**src/rtl/alu_pkg.sv**
```systemverilog
// Shared ALU definitions: divider state encoding and default width.
package alu_pkg;

    localparam int DIV_W = 8;

    typedef enum logic [2:0] {
        IDLE,
        LOAD,
        STEP,
        CORRECT,
        DONE
    } div_state_t;

endpackage

```
**src/rtl/nonrestoring_divider_add_sub_unit.sv**
```systemverilog
// Ripple-carry add/subtract; subtract inverts b and injects carry-in.
module add_sub_unit #(
    parameter int N = 9
) (
    input  logic [N-1:0] a,
    input  logic [N-1:0] b,
    input  logic         sub,
    output logic [N-1:0] out_sum
);

    logic [N-1:0] bx;
    logic [N-1:0] c;

    assign bx   = b ^ {N{sub}};
    assign c[0] = sub;

    for (genvar i = 0; i < N; i++) begin : g_fa
        assign out_sum[i] = a[i] ^ bx[i] ^ c[i];
        if (i < N - 1) begin : g_carry
            assign c[i+1] = (a[i] & bx[i]) | (c[i] & (a[i] ^ bx[i]));
        end
    end

endmodule

```
**src/rtl/nonrestoring_divider.sv**
```systemverilog
// Sequential unsigned non-restoring divider, one quotient bit per clock.
module nonrestoring_divider
    import alu_pkg::*;
#(
    parameter int WIDTH = DIV_W
) (
    input  logic             clk,
    input  logic             rst_b,
    input  logic             start,
    input  logic [WIDTH-1:0] dividend,
    input  logic [WIDTH-1:0] divisor,
    output logic             busy,
    output logic             done,
    output logic [WIDTH-1:0] quotient,
    output logic [WIDTH-1:0] remainder,
    output logic             div_by_zero
);

    localparam int CW = $clog2(WIDTH);

    div_state_t       state;
    div_state_t       state_nxt;
    logic [WIDTH:0]   a_q;
    logic [WIDTH:0]   m_q;
    logic [WIDTH-1:0] q_q;
    logic [CW-1:0]    count;
    logic [WIDTH:0]   as_a;
    logic [WIDTH:0]   as_sum;
    logic             as_sub;

    assign busy = (state != IDLE);
    assign done = (state == DONE);

    // CORRECT adds M back to the unshifted A; STEP works on shifted {A,Q}
    assign as_a   = (state == CORRECT) ? a_q : {a_q[WIDTH-1:0], q_q[WIDTH-1]};
    assign as_sub = (state == STEP) && !a_q[WIDTH];

    add_sub_unit #(
        .N(WIDTH + 1)
    ) u_add_sub (
        .a      (as_a),
        .b      (m_q),
        .sub    (as_sub),
        .out_sum(as_sum)
    );

    always_comb begin
        state_nxt = state;
        unique case (state)
            IDLE:    if (start) state_nxt = LOAD;
            LOAD:    state_nxt = (m_q == '0) ? DONE : STEP;
            STEP:    if (count == '0) state_nxt = CORRECT;
            CORRECT: state_nxt = DONE;
            DONE:    state_nxt = IDLE;
            default: state_nxt = IDLE;
        endcase
    end

    always_ff @(posedge clk or negedge rst_b) begin
        if (!rst_b) begin
            state <= IDLE;
        end else begin
            state <= state_nxt;
        end
    end

    always_ff @(posedge clk or negedge rst_b) begin
        if (!rst_b) begin
            a_q         <= '0;
            m_q         <= '0;
            q_q         <= '0;
            count       <= '0;
            quotient    <= '0;
            remainder   <= '0;
            div_by_zero <= 1'b0;
        end else begin
            unique case (state)
                IDLE: begin
                    if (start) begin
                        m_q         <= {1'b0, divisor};
                        q_q         <= dividend;
                        a_q         <= '0;
                        count       <= CW'(WIDTH - 1);
                        div_by_zero <= 1'b0;
                    end
                end
                LOAD: begin
                    if (m_q == '0) begin
                        quotient    <= '1;
                        remainder   <= q_q;
                        div_by_zero <= 1'b1;
                    end
                end
                STEP: begin
                    a_q   <= as_sum;
                    q_q   <= {q_q[WIDTH-2:0], ~as_sum[WIDTH]};
                    count <= count - 1'b1;
                end
                CORRECT: begin
                    quotient <= q_q;
                    if (a_q[WIDTH]) begin
                        a_q       <= as_sum;
                        remainder <= as_sum[WIDTH-1:0];
                    end else begin
                        remainder <= a_q[WIDTH-1:0];
                    end
                end
                default: ;
            endcase
        end
    end

endmodule

```
**config.mk**
```make
export PLATFORM = sky130hd
export DESIGN_NAME = nonrestoring_divider
export DESIGN_NICKNAME = d
export VERILOG_FILES = /design/src/rtl/alu_pkg.sv /design/src/rtl/nonrestoring_divider_add_sub_unit.sv /design/src/rtl/nonrestoring_divider.sv
export SDC_FILE = /design/constraint.sdc
export NUM_CORES = 1
export LEC_CHECK = 0
export BUFFER_PORTS_ARGS = -buffer_cell sky130_fd_sc_hd__buf_2
export CORE_MARGIN = 4
export CORE_UTILIZATION = 53
export CTS_BUF_LIST = sky130_fd_sc_hd__clkbuf_4
export DETAILED_ROUTE_END_ITERATION = 12
export PLACE_DENSITY = 0.84
export SYNTH_ARGS = -nofsm -noshare
export SYNTH_HDL_FRONTEND = slang
export SYNTH_SLANG_ARGS = --single-unit
export TNS_END_PERCENT = 10
```
**constraint.sdc**
```tcl
create_clock -name clk -period 4 [get_ports clk]
set_input_delay 0.8 -clock clk [delete_from_list [all_inputs] [get_ports clk]]
set_output_delay 0.8 -clock clk [all_outputs]
set_load 0.01 [all_outputs]
```
* Yosys cells after proc, flatten, opt, wreduce, memory -nomap -nowiden
Cells that the tools add are included. Widths: inputs -> output; s select.
Word-level totals: input port bits 19, output and inout port bits 19, register bits after elaboration 48, word-level logic and storage cells 99
Operators by class: muxes and demuxes 20, $add $sub $neg 1, bitwise gates (word level) 44, equality and inequality tests 8, reductions and logical operators 17
Operators with widths (count):
- $pmux 8 s2 | 3
- $mux 8 | 4
- $mux 9 | 3
- $pmux 9 s3 | 1
- $xor 1x1->1 | 18
- $and 1x1->1 | 16
- $mux 3 | 4
- $pmux 3 s4 | 1
- $reduce_and 2->1 | 5
- $logic_not 9->1 | 1
- $xor 8x9->9 | 1
- $or 1x1->1 | 8
- $eq 3x2->1 const B | 2
- $logic_not 3->1 | 2
- $ne 2x2->1 const B | 3
- $pmux 3 s2 | 1
- $reduce_and 3->1 | 2
- $reduce_bool 2->1 | 3
- $reduce_bool 3->1 | 2
- $eq 3x1->1 const B | 1
- $eq 3x3->1 const B | 1
- $sub 3x1->3 const B | 1
- $mux 1 | 2
- $ne 2x1->1 const B | 1
- 4 further kinds | 4

* Longest topological paths before layout
Gate-level depths: netlist of run 1.
word-level depth 23, mapped depth 19, depth with buffers taken out 18

* Cells and area by module
A second synthesis of run 1 with hierarchy kept.
Unflattened totals: cell total of the unflattened synthesis 257, area, all modules 2824.0 µm²
By module, submodules not included:
- nonrestoring_divider | sequential area each 1201.2 µm², cells an instance 224, area each 2508.7 µm², times used 1
- add_sub_unit | sequential area each 0.0 µm², cells an instance 33, area each 315.3 µm², times used 1

* Worst setup path after synthesis of run 1
No wires, ideal clock.
kind register to register, start point reg state[0], end point reg a_q[8], period minus slack after synthesis 4.032 ns, arrival 3.898 ns, buffers on the path 1, required time 3.866 ns, cell stages (with the launch flop) 18, slack -0.032 ns, cells stage by stage dfrtp_1 buf_2 nor3_4 nor2_1 a31oi_1 fa_1 inv_1 fa_1 fa_1 inv_1 fa_1 fa_1 inv_1 fa_1 fa_1 xor2_1 o311ai_0 o22ai_1
On the way: cells in the longest elaborated chain, start to end 23
RTL lines:
- from (decl) | line nonrestoring_divider.sv:21 | div_state_t state;
- from (signal assigned) | line nonrestoring_divider.sv:63 | state <= state_nxt;
- $eq 3x2->1 | line nonrestoring_divider.sv:36, nonrestoring_divider.sv:77
- $logic_and 1x1->1 | line nonrestoring_divider.sv:36 | assign as_sub = (state == STEP) && !a_q[WIDTH];
- $xor 8x9->9 | line nonrestoring_divider_add_sub_unit.sv:14 | assign bx = b ^ {N{sub}};
- $xor 1x1->1 | line nonrestoring_divider_add_sub_unit.sv:20 | assign c[i+1] = (a[i] & bx[i]) | (c[i] & (a[i] ^ bx[i]));
- $and 1x1->1 | line nonrestoring_divider_add_sub_unit.sv:20
- $or 1x1->1 | line nonrestoring_divider_add_sub_unit.sv:20
- $and 1x1->1 | line nonrestoring_divider_add_sub_unit.sv:20
- $or 1x1->1 | line nonrestoring_divider_add_sub_unit.sv:20
- (+7 left out)
- $or 1x1->1 | line nonrestoring_divider_add_sub_unit.sv:20
- $and 1x1->1 | line nonrestoring_divider_add_sub_unit.sv:20
- $or 1x1->1 | line nonrestoring_divider_add_sub_unit.sv:20
- $and 1x1->1 | line nonrestoring_divider_add_sub_unit.sv:20
- $or 1x1->1 | line nonrestoring_divider_add_sub_unit.sv:20
- $xor 1x1->1 | line nonrestoring_divider_add_sub_unit.sv:18 | assign out_sum[i] = a[i] ^ bx[i] ^ c[i];
- $mux 9 | line nonrestoring_divider.sv:101 | if (a_q[WIDTH]) begin
- $pmux 9 s3 | line nonrestoring_divider.sv:77 | unique case (state)
- to (signal assigned) | line nonrestoring_divider.sv:95 | a_q <= as_sum;
- to (signal assigned) | line nonrestoring_divider.sv:102 | a_q <= as_sum;
- to (decl) | line nonrestoring_divider.sv:23 | logic [WIDTH:0] a_q;
Several ways; a longest one is shown, not always the timed one. The select of a mux whose other input is x is not followed. A chain may end at the register's enable or synchronous reset.

* Worst setup path in the final report of run 1
start point reg state[2], end point reg remainder[7]
On the way: cells in the longest elaborated chain, start to end 21
RTL lines:
- $eq 3x2->1 | line nonrestoring_divider.sv:36
- $logic_and 1x1->1 | line nonrestoring_divider.sv:36
- $xor 8x9->9 | line nonrestoring_divider_add_sub_unit.sv:14
- $xor 1x1->1 | line nonrestoring_divider_add_sub_unit.sv:20
- $and 1x1->1 | line nonrestoring_divider_add_sub_unit.sv:20
- $or 1x1->1 | line nonrestoring_divider_add_sub_unit.sv:20
- $and 1x1->1 | line nonrestoring_divider_add_sub_unit.sv:20
- $or 1x1->1 | line nonrestoring_divider_add_sub_unit.sv:20
- (+5 left out)
- $or 1x1->1 | line nonrestoring_divider_add_sub_unit.sv:20
- $and 1x1->1 | line nonrestoring_divider_add_sub_unit.sv:20
- $or 1x1->1 | line nonrestoring_divider_add_sub_unit.sv:20
- $and 1x1->1 | line nonrestoring_divider_add_sub_unit.sv:20
- $or 1x1->1 | line nonrestoring_divider_add_sub_unit.sv:20
- $xor 1x1->1 | line nonrestoring_divider_add_sub_unit.sv:18
- $mux 8 | line nonrestoring_divider.sv:101
- $pmux 8 s2 | line nonrestoring_divider.sv:77
- to (signal assigned) | line nonrestoring_divider.sv:90 | remainder <= q_q;
- to (signal assigned) | line nonrestoring_divider.sv:103 | remainder <= as_sum[WIDTH-1:0];
- to (signal assigned) | line nonrestoring_divider.sv:105 | remainder <= a_q[WIDTH-1:0];
- to (decl) | line nonrestoring_divider.sv:15 | output logic [WIDTH-1:0] remainder,
Several ways; a longest one is shown, not always the timed one.

==> results of run 1 <==
-- timing repair --
| item | in CTS | in global routing |
|---|---|---|
| setup endpoints to repair | 2 | 4 |
| setup buffers | 2 | 2 |
| hold buffers | 0 | 0 |
| pin swaps | 0 | 3 |
| gates resized for setup | 1 | 19 |
-- worst reg2reg max path: stages (launching register included) --
cell      delay, ns
dfrtp_1        0.44
nand2b_4       0.17
nor3_4         0.25
nor2_2         0.07
a31oi_2        0.17
fa_2           0.22
inv_2          0.04
fa_2           0.33
fa_2           0.34
inv_2          0.06
fa_2           0.19
fa_2           0.19
inv_2          0.04
fa_2           0.33
fa_2           0.54
nand2_1        0.05
o21ai_1        0.09
o21ai_1        0.11
mux2_4         0.26
-- state kept, by name (all words and copies together), names as in the netlist --
register     flops
q_q              8
quotient         8
div_by_zero      1
remainder        8
state            3
count            3
m_q              8
a_q              9
-- final timing paths --
check / from / cells past startpoint / to / slack [ns]
worst max-delay path: state[2] / 18 / remainder[7] / -0.0007
worst min register to register: count[0] / 1 / count[0] / 0.49
worst max register to register: state[2] / 18 / remainder[7] / -0.0007
min in group asynchronous: rst_b / 1 / quotient[5] / 0.60
worst min-delay path: count[0] / 1 / count[0] / 0.49
max in group asynchronous: rst_b / 1 / state[1] / 2.69
-- power by group through the flow --
stage	sequential (mW)	clock, mW	combinational (mW)
after floorplan	0.912	0	1.18
after global placement	0.919	0	1.50
after detailed placement	0.930	0	1.56
after CTS	0.917	0.302	1.59
after global routing	0.964	0.323	1.89
final	0.928	0.295	1.69
-- synthesized netlist by cell type, drive strengths merged --
cell type,count
dfrtp,48
nand2,23
mux2i,18
o21ai,18
mux2,15
buf,14
a21oi,11
nor2,10
inv,8
o22a,8
fa,7
nor3,5
xnor2,5
xor2,5
nand2b,4
o2bb2ai,4
o31ai,4
a22o,3
clkbuf,3
a31oi,2
ha,2
nor2b,2
nor4,2
o311ai,2
and2,1
nand3b,1
nand4,1
nand4b,1
nor3b,1
nor4b,1
o221ai,1
o22ai,1
or2,1
or3,1
-- area by class of cell --
class                      instances  area share
multi-input combinational        160       0.443
sequential                        48       0.397
timing repair buffer              51      0.0959
tap                               67      0.0277
clock buffer                       6      0.0149
clock inverter                     2      0.0116
inverter                           8     0.00992
-- through the flow --
stage	util	setup slack, ns
after floorplan	-	0.00137
after global placement	0.602	0.0749
after detailed placement	0.602	-0.0339
after CTS	0.622	-0.0241
after global routing	0.637	-0.120
final	0.637	-0.000679
-- cells in the final DEF, fill, tap and decap left out, types with 2 or more instances in the layout --
| cell type | netlist | layout |
|---|---|---|
| nor2b_1 | 2 | 2 |
| mux2_2 | 14 | 13 |
| inv_1 | 8 | 5 |
| inv_2 | 0 | 3 |
| o21ai_1 | 0 | 2 |
| o22a_1 | 5 | 5 |
| fa_2 | 0 | 7 |
| nand2_1 | 23 | 22 |
| buf_2 | 10 | 37 |
| mux2i_1 | 18 | 18 |
| o22a_2 | 3 | 3 |
| nand2b_1 | 4 | 3 |
| nor3_1 | 4 | 4 |
| buf_4 | 2 | 14 |
| xor2_1 | 5 | 3 |
| mux2_4 | 1 | 2 |
| o2bb2ai_1 | 4 | 4 |
| nor4_4 | 2 | 2 |
| xor2_2 | 0 | 2 |
| ha_1 | 2 | 2 |
| xnor2_1 | 5 | 5 |
| nor2_1 | 9 | 8 |
| a21oi_1 | 10 | 10 |
| o31ai_1 | 4 | 4 |
| clkbuf_4 | 0 | 6 |
| dfrtp_1 | 48 | 47 |
| o21ai_0 | 18 | 16 |
| a22o_1 | 3 | 3 |
-- logic make-up after synthesis --
logic type | count (synthesis)
compound gates | 54
xor+xnor | 10
fa+ha+maj | 9
buf+inv | 25
flops | 48
mux | 33
simple gates | 54
-- per-layer routing --
metal / routed length, um / vias up / track usage
met5: 0 / - / 0
li1: - / 903 / -
met3: 236 / 8 / 0.0482
met2: 2800 / 45 / 0.309
met1: 2520 / 960 / 0.265
met4: 78 / 0 / 0.0542
==> results by group, run 1 <==
Run status
  – Status: finished with violations
  – Failing checks: negative setup slack

Synth
  – Area leader, netlist: dfrtp_1
  – Post-Synth Adder-Cell Area: 0.0629
  – Syn. warnings: 0
  – Mux cell area share after synthesis: 0.134
  – Largest family of logic cells by synthesized area: compound AO/OA/AOI/OAI gates
  – Count of cell types in the netlist: 42
  – Ranking of synthesized cells by area: dfrtp_1 (46%), mux2i_1 (6.9%), mux2_2 (6.0%)
  – XOR/XNOR Fraction of Synth Area: 0.0334
  – Net count after synthesis: 261
  – Compound-Gate Fraction of Synth Area: 0.140
  – Post-synthesis sequential area ratio: 0.458
  – Cells after synthesis: 233
  – Top cell type's share of synthesized area: 0.458
  – Syn_area_per_cell: 11.3 sq um
  – Synth Register Bits: 48
  – Simple-gate area share of the yosys netlist: 0.120
  – Mapped cell area: 2630 sq um

Worst setup path
  – Crit. End Element: flop
  – Crit path kind: reg -> reg
  – CP bufs+invs: 3
  – Delay-heaviest family, CP: adder cells
  – Worst Path Arrival: 4.27 ns
  – CP Cell Sequence: nand2b_4 > nor3_4 > nor2_2 > a31oi_2 > fa_2 > inv_2 > fa_2 > fa_2 > inv_2 > fa_2 > fa_2 > inv_2 > fa_2 > fa_2 > nand2_1 > o21ai_1 > o21ai_1 > mux2_4
  – Crit path max-delay cell type: fa_2
  – Worst setup SP type: flop
  – Crit-path max FO: 5
  – Worst Path Required: 4.27 ns
  – Slowest stage delay, CP: 0.54 ns
  – CP most frequent cell: fa_2

Timing
  – Setup TNS: -0.000679 ns
  – Hold Slack: 0.489 ns
  – Max Slew Vio Count: 0
  – Achievable Freq: 250 MHz
  – Fin crit share: 1.00
  – Max Clock Skew: 0.00546 ns
  – Worst Max-Slew Pin Slew: 1.29 ns
  – Unrepaired setup endpoints after global routing: yes
  – Fin worst setup slack: -0.000679 ns
  – Final setup fails: 1
  – Final min period: 4.00 ns
  – Slew headroom: 0.134
  – Fin. Hold Viols: 0

CTS
  – CTS tree: yes
  – TritonCTS buffer count: 5
  – Longest Clk Path Bufs: 2
  – Skew-Pair Late Insertion Delay: 0.37 ns
  – Htree depth: 2
  – Clock Tree Root: clkbuf_4
  – Clk slew on worst S/H paths: 0.14 ns
  – CTS Sinks: 48

Place
  – RePlAce Congestion: 0.888
  – Placed Area: 2860 sq um
  – Hpwl dp: 3.98 mm
  – Number of port buffers: 37
  – Placed cells: 330

Global routing
  – Grt total ovfl: 0
  – Vias in the first global route: 1945
  – Pin count of the biggest net entering global routing: 49
  – Initial antenna violation count: 0
  – First-pass GRT wire length: 9.43 mm
  – Total track usage: 0.194

Floorplanning
  – Die Span Y: 78.4 um
  – Std cell rows: 25
  – Initial Utilization: 0.552
  – Num ports: 38
  – Die Wd: 78.4 um
  – Die area: 6140 sq um
  – Core area: 4750 sq um

Finish
  – Multi-input logic area: 1340 sq um
  – Fillers: 421
  – Reg area: 1200 sq um
  – Design area: 3030 sq um
  – Number of diodes: 0
  – Syn-to-layout area delta: 15.3%
  – Share of layout cells above drive strength 1: 0.360
  – Final #Nets: 302
  – Final non-filler cell total: 342

Power and ir drop
  – Clk pwr share: 0.101
  – Total power: 2.91 mW
  – Switching power: 1.27 mW
  – Leakage: 1.35 nW
  – Pwr per Cell Area: 961 nW/um^2
  – Net Sw Frac: 0.436
  – Seq pwr share: 0.319
  – Pint: 1.64 mW
  – Peak VDD IR: 511 uV
  – Gate power share: 0.579

Hold path
  – HP Class: reg -> reg

Detailed routing
  – Drt initial violations: 109
  – DR DRC count: 0
  – Vias per inst: 5.60
  – DRT antenna net count: 0
  – Drt wl/cell: 16.5 um
  – Final wirelength: 5.64 mm
  – DR pass1 iterations: 4
  – Vias post-DR: 1916

Run
  – Max-Cap Viols: 0
Note: power is estimated with default switching activity, not from simulation.
==> inputs of run 2 (changes only) <==
CORE_UTILIZATION = 54   (was 53)
SYNTH_HIERARCHICAL = 1   (was default)
==> results by group, run 2 <==
Global routing
  – M1 GR Usage: 0.280 (was 0.265)
  – Total track usage: 0.213 (was 0.194)
  – Grt total ovfl: 0 (unchanged)
  – First-pass GRT wire length: 10.3 mm (was 9.43 mm)
  – GR Layer Usage met2: 0.339 (was 0.309)
  – Initial antenna violation count: 0 (unchanged)
  – GR peak layer: met2 (unchanged)
  – Vias in the first global route: 2073 (was 1945)
  – Pin count of the biggest net entering global routing: 49 (unchanged)
  – Met3 GRT Util: 0.0493 (was 0.0482)

Floorplanning
  – Die area: 6450 sq um (was 6140 sq um)
  – Initial Utilization: 0.556 (was 0.552)
  – Die Wd: 80.3 um (was 78.4 um)
  – Std cell rows: 26 (was 25)
  – Die Span Y: 80.3 um (was 78.4 um)
  – Core area: 5070 sq um (was 4750 sq um)
  – Num ports: 38 (unchanged)

Finish
  – Most frequent cells in the layout: dfrtp_1 (48), buf_2 (37), a21oi_1 (18) (was dfrtp_1 (47), buf_2 (37), nand2_1 (22))
  – Most common cell after layout, fill and taps aside: dfrtp_1 (unchanged)
  – Number of diodes: 0 (unchanged)
  – Final non-filler cell total: 370 (was 342)
  – Max reg flops: 9 (unchanged)
  – Design area: 3200 sq um (was 3030 sq um)
  – Post-layout util: 0.630 (was 0.637)
  – Share of layout cells above drive strength 1: 0.317 (was 0.360)
  – Reg with most FFs: a_q (unchanged)
  – Final #Nets: 327 (was 302)
  – Fillers: 424 (was 421)
  – Syn-to-layout area delta: 13.2% (was 15.3%)

Detailed routing
  – Vias per inst: 5.67 (was 5.60)
  – Vias post-DR: 2097 (was 1916)
  – Final wirelength: 6.15 mm (was 5.64 mm)
  – DR DRC count: 0 (unchanged)
  – Drt initial violations: 141 (was 109)
  – Drt wl/cell: 16.6 um (was 16.5 um)
  – DR pass1 iterations: 4 (unchanged)
  – DRT antenna net count: 0 (unchanged)

Timing
  – Fin. Hold Viols: 0 (unchanged)
  – Final setup fails: 4 (was 1)
  – Fin crit share: 1.07 (was 1.00)
  – Worst Max-Slew Pin Slew: 1.06 ns (was 1.29 ns)
  – Fin worst setup slack: -0.276 ns (was -0.000679 ns)
  – Final min period: 4.28 ns (was 4.00 ns)
  – Max Clock Skew: 0.0189 ns (was 0.00546 ns)
  – Achievable Freq: 234 MHz (was 250 MHz)
  – Unrepaired setup endpoints after global routing: yes (unchanged)
  – Slew headroom: 0.292 (was 0.134)
  – Max Slew Vio Count: 0 (unchanged)

Worst setup path
  – Crit path max-delay cell type: fa_1 (was fa_2)
  – Worst setup SP type: flop (unchanged)
  – Critical R2R Capture: remainder[7] (unchanged)
  – Worst Path Required: 4.28 ns (was 4.27 ns)
  – CP Cell Sequence: or3b_4 > nor2_4 > xor2_2 > fa_2 > inv_2 > fa_2 > fa_2 > fa_2 > fa_2 > fa_2 > fa_1 > inv_1 > mux2i_1 > o2bb2ai_1 > a311o_1 (was nand2b_4 > nor3_4 > nor2_2 > a31oi_2 > fa_2 > inv_2 > fa_2 > fa_2 > inv_2 > fa_2 > fa_2 > inv_2 > fa_2 > fa_2 > nand2_1 > o21ai_1 > o21ai_1 > mux2_4)
  – R2r setup slk: -0.28 ns (was -0.0007 ns)
  – Reg2reg start: state[0] (was state[2])
  – R2R cell count: 15 (was 18)
  – Slowest stage delay, CP: 0.48 ns (was 0.54 ns)
  – Crit path kind: reg -> reg (unchanged)
  – Worst Path Arrival: 4.56 ns (was 4.27 ns)
  – CP most frequent cell: fa_2 (unchanged)
  – Crit. End Element: flop (unchanged)
  – Crit-path max FO: 4 (was 5)

Synth
  – Synth Register Bits: 48 (unchanged)
  – Syn. warnings: 6 (was 0)
  – Top cell type's share of synthesized area: 0.425 (was 0.458)
  – Post-synthesis sequential area ratio: 0.425 (was 0.458)
  – Mapped cell area: 2820 sq um (was 2630 sq um)
  – Synth cell count leaders: dfrtp_1 (48), a21oi_1 (18), inv_1 (18), mux2_2 (17), mux2i_1 (16) (was dfrtp_1 (48), nand2_1 (23), mux2i_1 (18), o21ai_0 (18), mux2_2 (14))
  – Syn_area_per_cell: 11.0 sq um (was 11.3 sq um)
  – Ranking of synthesized cells by area: dfrtp_1 (43%), mux2_2 (6.8%), mux2i_1 (5.7%) (was dfrtp_1 (46%), mux2i_1 (6.9%), mux2_2 (6.0%))
  – Count leader, synth: dfrtp_1 (unchanged)
  – EDFF count, synth: 0 (unchanged)
  – Area leader, netlist: dfrtp_1 (unchanged)
  – Count of cell types in the netlist: 46 (was 42)
  – Net count after synthesis: 285 (was 261)
  – Cells after synthesis: 257 (was 233)
  – Asr flop ratio synth: 1.00 (unchanged)
  – Synth Flop Type: dfrtp_1 (unchanged)

Power and ir drop
  – Peak VDD IR: 436 uV (was 511 uV)
  – Pwr per Cell Area: 955 nW/um^2 (was 961 nW/um^2)
  – Total power: 3.06 mW (was 2.91 mW)
  – Leakage: 1.44 nW (was 1.35 nW)

CTS
  – Post-CTS Hold Buffers: 0 (unchanged)
  – Clk slew on worst S/H paths: 0.14 ns (about the same)
  – CTS tree: yes (unchanged)
  – Htree depth: 2 (unchanged)
  – Skew-Pair Late Insertion Delay: 0.38 ns (was 0.37 ns)
  – CTS Sinks: 48 (unchanged)
  – TritonCTS buffer count: 5 (unchanged)
  – Longest Clk Path Bufs: 2 (unchanged)
  – Clock Tree Root: clkbuf_4 (unchanged)

Hold path
  – Hold path depth: 1 (unchanged)
  – Worst hold endpoint: count[0] (unchanged)
  – Min-delay src: count[0] (unchanged)
  – HP Class: reg -> reg (unchanged)

Place
  – Placed cells: 361 (was 330)
  – Post-place setup slack: -0.432 ns (was -0.0339 ns)
  – RePlAce Congestion: 0.900 (was 0.888)
  – Placed Area: 3100 sq um (was 2860 sq um)
  – Number of port buffers: 37 (unchanged)
  – Hpwl dp: 4.39 mm (was 3.98 mm)

Run status
  – Status: finished with violations (unchanged)
  – Failing checks: negative setup slack (unchanged)

Run
  – Max-Cap Viols: 0 (unchanged)
==> run 2: critical path, delay by kind of cell, from the launching register on <==
| family | cells | cell delay (ns) |
|---|---|---|
| AOI/OAI and AO/OA | 2 | 0.38 |
| muxes | 1 | 0.13 |
| buffers and inverters | 2 | 0.09 |
| adders and majority gates | 7 | 2.43 |
| DFF | 1 | 0.41 |
| xor gates and xnor gates | 1 | 0.17 |
| and+or+nand+nor | 2 | 0.57 |
==> run 2: layout make-up <==
type / count / area, sq um / share of cell area
Clock buffer: 5 / 37.5 / 0.0117
Clock inverter: 3 / 37.5 / 0.0117
Inverter: 18 / 67.6 / 0.0211
Multi-Input combinational cell: 173 / 1460 / 0.457
Sequential cell: 48 / 1200 / 0.376
Tap cell: 70 / 87.6 / 0.0274
Timing Repair Buffer: 53 / 305 / 0.0955
==> run 2: stage by stage <==
step | hold WS, ns | TNS, ns
6_report | 0.494 | -0.716
2_1_floorplan | 0.443 | -1.95
4_1_cts | 0.496 | -0.836
5_1_grt | 0.545 | -1.33
3_5_place_dp | 0.478 | -1.46
3_3_place_gp | 0.460 | -1.13
==> run 2: logic make-up after synthesis <==
logic type / Yosys count / synth area share
AOI/OAI and AO/OA: 71 / 0.179
xor gates and xnor gates: 11 / 0.0368
other: 1 / 0.00133
DFF: 48 / 0.425
muxes: 33 / 0.124
and+or+nand+nor: 48 / 0.105
buffers and inverters: 36 / 0.0700
adders and majority gates: 9 / 0.0585
==> run 2: worst max path at each step <==
stage                         from  cells after the start           end
after floorplan           state[2]                     18  remainder[7]
after global placement    state[0]                     15  remainder[7]
after detailed placement  state[0]                     15  remainder[7]
after CTS                 state[0]                     15  remainder[7]
after global routing      state[0]                     15  remainder[7]
final                     state[0]                     15  remainder[7]
==> run 2: metal layers <==
layer | up-vias | share of wire | routed length, um
met4 | 0 | 0.024 | 148
li1 | 994 | - | -
met1 | 1043 | 0.44 | 2710
met5 | - | 0 | 0
met3 | 13 | 0.039 | 237
met2 | 47 | 0.50 | 3060
==> run 2: timing repair <==
action	4_1_cts	5_1_grt
pin swaps	3	2
buffers inserted	1	0
gates resized for setup	6	0
setup endpoints to repair	5	5
cloned	0	0
hold endpoints to repair	0	0
==> run 2: report_power, final <==
part / leakage, nW / switching [mW] / total [mW] / internal (mW)
clock: 0.0403 / 0.155 / 0.283 / 0.128
sequential: 0.579 / 0.192 / 0.893 / 0.701
combinational: 0.816 / 0.983 / 1.88 / 0.897
total: 1.44 / 1.33 / 3.06 / 1.73
==> inputs of run 3 (changes only) <==
PLACE_DENSITY = 0.78   (was 0.84)
REMOVE_ABC_BUFFERS = 1   (was default)
==> results by group, run 3 (synthesis results as in run 2) <==
Finish
  – Syn-to-layout area delta: 14.1% (was 13.2%)
  – Share of layout cells above drive strength 1: 0.332 (was 0.317)
  – Number of diodes: 0 (unchanged)
  – Reg with most FFs: a_q (unchanged)
  – Most common cell after layout, fill and taps aside: dfrtp_1 (unchanged)
  – Max reg flops: 9 (unchanged)
  – Final #Nets: 331 (was 327)
  – Fillers: 423 (was 424)
  – Most frequent cells in the layout: dfrtp_1 (48), buf_2 (37), a21oi_1 (18) (unchanged)

Worst setup path
  – Worst Path Required: 4.28 ns (about the same)
  – Worst Path Arrival: 4.59 ns (was 4.56 ns)
  – R2r setup slk: -0.31 ns (was -0.28 ns)
  – CP most frequent cell: fa_2 (unchanged)
  – R2R cell count: 15 (unchanged)
  – CP Cell Sequence: or3b_4 > nor2_4 > mux2_4 > fa_2 > inv_2 > fa_2 > fa_2 > fa_2 > fa_2 > fa_2 > fa_1 > inv_2 > mux2i_1 > o2bb2ai_1 > a311o_1 (was or3b_4 > nor2_4 > xor2_2 > fa_2 > inv_2 > fa_2 > fa_2 > fa_2 > fa_2 > fa_2 > fa_1 > inv_1 > mux2i_1 > o2bb2ai_1 > a311o_1)
  – Crit path max-delay cell type: fa_1 (unchanged)
  – Crit path kind: reg -> reg (unchanged)
  – Worst setup SP type: flop (unchanged)
  – Delay-heaviest family, CP: adder cells (unchanged)
  – Reg2reg start: state[0] (unchanged)
  – Crit-path max FO: 3 (was 4)
  – Critical R2R Capture: remainder[7] (unchanged)
  – CP bufs+invs: 2 (unchanged)
  – Crit. End Element: flop (unchanged)
  – Slowest stage delay, CP: 0.50 ns (was 0.48 ns)

Global routing
  – Vias in the first global route: 2093 (was 2073)
  – Grt total ovfl: 0 (unchanged)
  – Pin count of the biggest net entering global routing: 49 (unchanged)
  – First-pass GRT wire length: 10.4 mm (was 10.3 mm)
  – Initial antenna violation count: 0 (unchanged)
  – Total track usage: 0.213 (about the same)

Timing
  – Unrepaired setup endpoints after global routing: yes (unchanged)
  – Final setup fails: 5 (was 4)
  – Fin crit share: 1.08 (was 1.07)
  – Achievable Freq: 232 MHz (was 234 MHz)
  – Final min period: 4.31 ns (was 4.28 ns)
  – Worst Max-Slew Pin Slew: 1.05 ns (was 1.06 ns)
  – Fin. Hold Viols: 0 (unchanged)
  – Slew headroom: 0.301 (was 0.292)
  – Max Slew Vio Count: 0 (unchanged)
  – Max Clock Skew: 0.0206 ns (was 0.0189 ns)
  – Setup TNS: -0.762 ns (was -0.716 ns)
  – Fin worst setup slack: -0.309 ns (was -0.276 ns)
  – Hold Slack: 0.490 ns (was 0.494 ns)

Detailed routing
  – DR pass1 iterations: 4 (unchanged)
  – Vias post-DR: 2099 (was 2097)
  – Final wirelength: 6.26 mm (was 6.15 mm)
  – Drt wl/cell: 16.7 um (was 16.6 um)
  – DRT antenna net count: 0 (unchanged)
  – DR DRC count: 0 (unchanged)
  – Vias per inst: 5.61 (was 5.67)
  – Drt initial violations: 139 (was 141)

CTS
  – CTS tree: yes (unchanged)
  – CTS Sinks: 48 (unchanged)
  – Clk slew on worst S/H paths: 0.16 ns (was 0.14 ns)
  – Post-CTS Hold Buffers: 0 (unchanged)
  – Clock Tree Root: clkbuf_4 (unchanged)
  – TritonCTS buffer count: 5 (unchanged)
  – Longest Clk Path Bufs: 2 (unchanged)
  – Htree depth: 2 (unchanged)
  – Skew-Pair Late Insertion Delay: 0.39 ns (was 0.38 ns)

Floorplanning
  – Die Wd: 80.3 um (unchanged)
  – Std cell rows: 26 (unchanged)
  – Die area: 6450 sq um (unchanged)
  – Initial Utilization: 0.556 (unchanged)
  – Core area: 5070 sq um (unchanged)
  – Num ports: 38 (unchanged)
  – Die Span Y: 80.3 um (unchanged)

Place
  – Post-place setup slack: -0.673 ns (was -0.432 ns)
  – Number of port buffers: 37 (unchanged)
  – Hpwl dp: 4.39 mm (about the same)
  – RePlAce Congestion: 0.898 (was 0.900)

Hold path
  – Hold path depth: 1 (unchanged)
  – Worst hold endpoint: count[0] (unchanged)
  – HP Class: reg -> reg (unchanged)
  – Min-delay src: count[0] (unchanged)

Run status
  – Status: finished with violations (unchanged)
  – Failing checks: negative setup slack (unchanged)

Power and ir drop
  – Total power: 3.12 mW (was 3.06 mW)
  – Peak VDD IR: 475 uV (was 436 uV)
  – Leakage: 1.45 nW (was 1.44 nW)
  – Pwr per Cell Area: 969 nW/um^2 (was 955 nW/um^2)

Run
  – Max-Cap Viols: 0 (unchanged)
## run 3: layout make-up
type / count / area (sq um) / area share
Clock buffer: 5 / 37.5 / 0.0116
Clock inverter: 3 / 17.5 / 0.00543
Inverter: 18 / 67.6 / 0.0210
Multi-Input combinational cell: 173 / 1460 / 0.453
Sequential cell: 48 / 1200 / 0.373
Tap cell: 70 / 87.6 / 0.0272
Timing Repair Buffer: 57 / 350 / 0.109
## run 3: routing by layer
layer,wire length (um),vias to the layer above,global-route usage
li1,-,995,-
met1,2760,1043,0.290
met2,3100,54,0.352
met3,320,7,0.0291
met4,76,0,0.0709
met5,0,-,0
## run 3: per-stage QoR
| stage | util | instances | instance area [sq um] |
|---|---|---|---|
| 5_1_grt | 0.635 | 374 | 3220 |
| 4_1_cts | 0.633 | 374 | 3210 |
| 3_3_place_gp | 0.613 | 365 | 3110 |
| 3_5_place_dp | 0.613 | 365 | 3110 |
| 6_report | 0.635 | 374 | 3220 |
| 2_1_floorplan | - | 239 | 2690 |
## run 3: how the worst max path moves through the flow
| stage | cells past startpoint | start | to | slack [ns] |
|---|---|---|---|---|
| 3_3_place_gp | 15 | state[0] | remainder[7] | -0.57 |
| 3_5_place_dp | 15 | state[0] | remainder[7] | -0.67 |
| 4_1_cts | 15 | state[0] | remainder[7] | -0.33 |
| 5_1_grt | 15 | state[0] | remainder[7] | -0.47 |
| 2_1_floorplan | 15 | state[1] | remainder[7] | -1.43 |
| 6_report | 15 | state[0] | remainder[7] | -0.31 |
## run 3: worst register-to-register path: stages (launching register included)
cell       delay (ns)
dfrtp_1          0.41
or3b_4           0.41
nor2_4           0.14
mux2_4           0.18
fa_2             0.19
inv_2            0.04
fa_2             0.33
fa_2             0.35
fa_2             0.36
fa_2             0.36
fa_2             0.37
fa_1             0.50
inv_2            0.04
mux2i_1          0.12
o2bb2ai_1        0.07
a311o_1          0.33
## run 3: what timing repair did
| item | CTS | global route |
|---|---|---|
| gates cloned | 0 | 0 |
| resized for setup | 13 | 4 |
| buffers inserted | 1 | 0 |
| pin swaps | 2 | 2 |
| endpoints found under the setup margin | 6 | 5 |
## run 3: where the power goes
group | total (mW) | internal [mW] | switching, mW | leakage, nW
Combinational | 1.99 | 0.982 | 1.01 | 0.838
Clock | 0.235 | 0.0681 | 0.166 | 0.0330
Sequential | 0.899 | 0.700 | 0.199 | 0.579
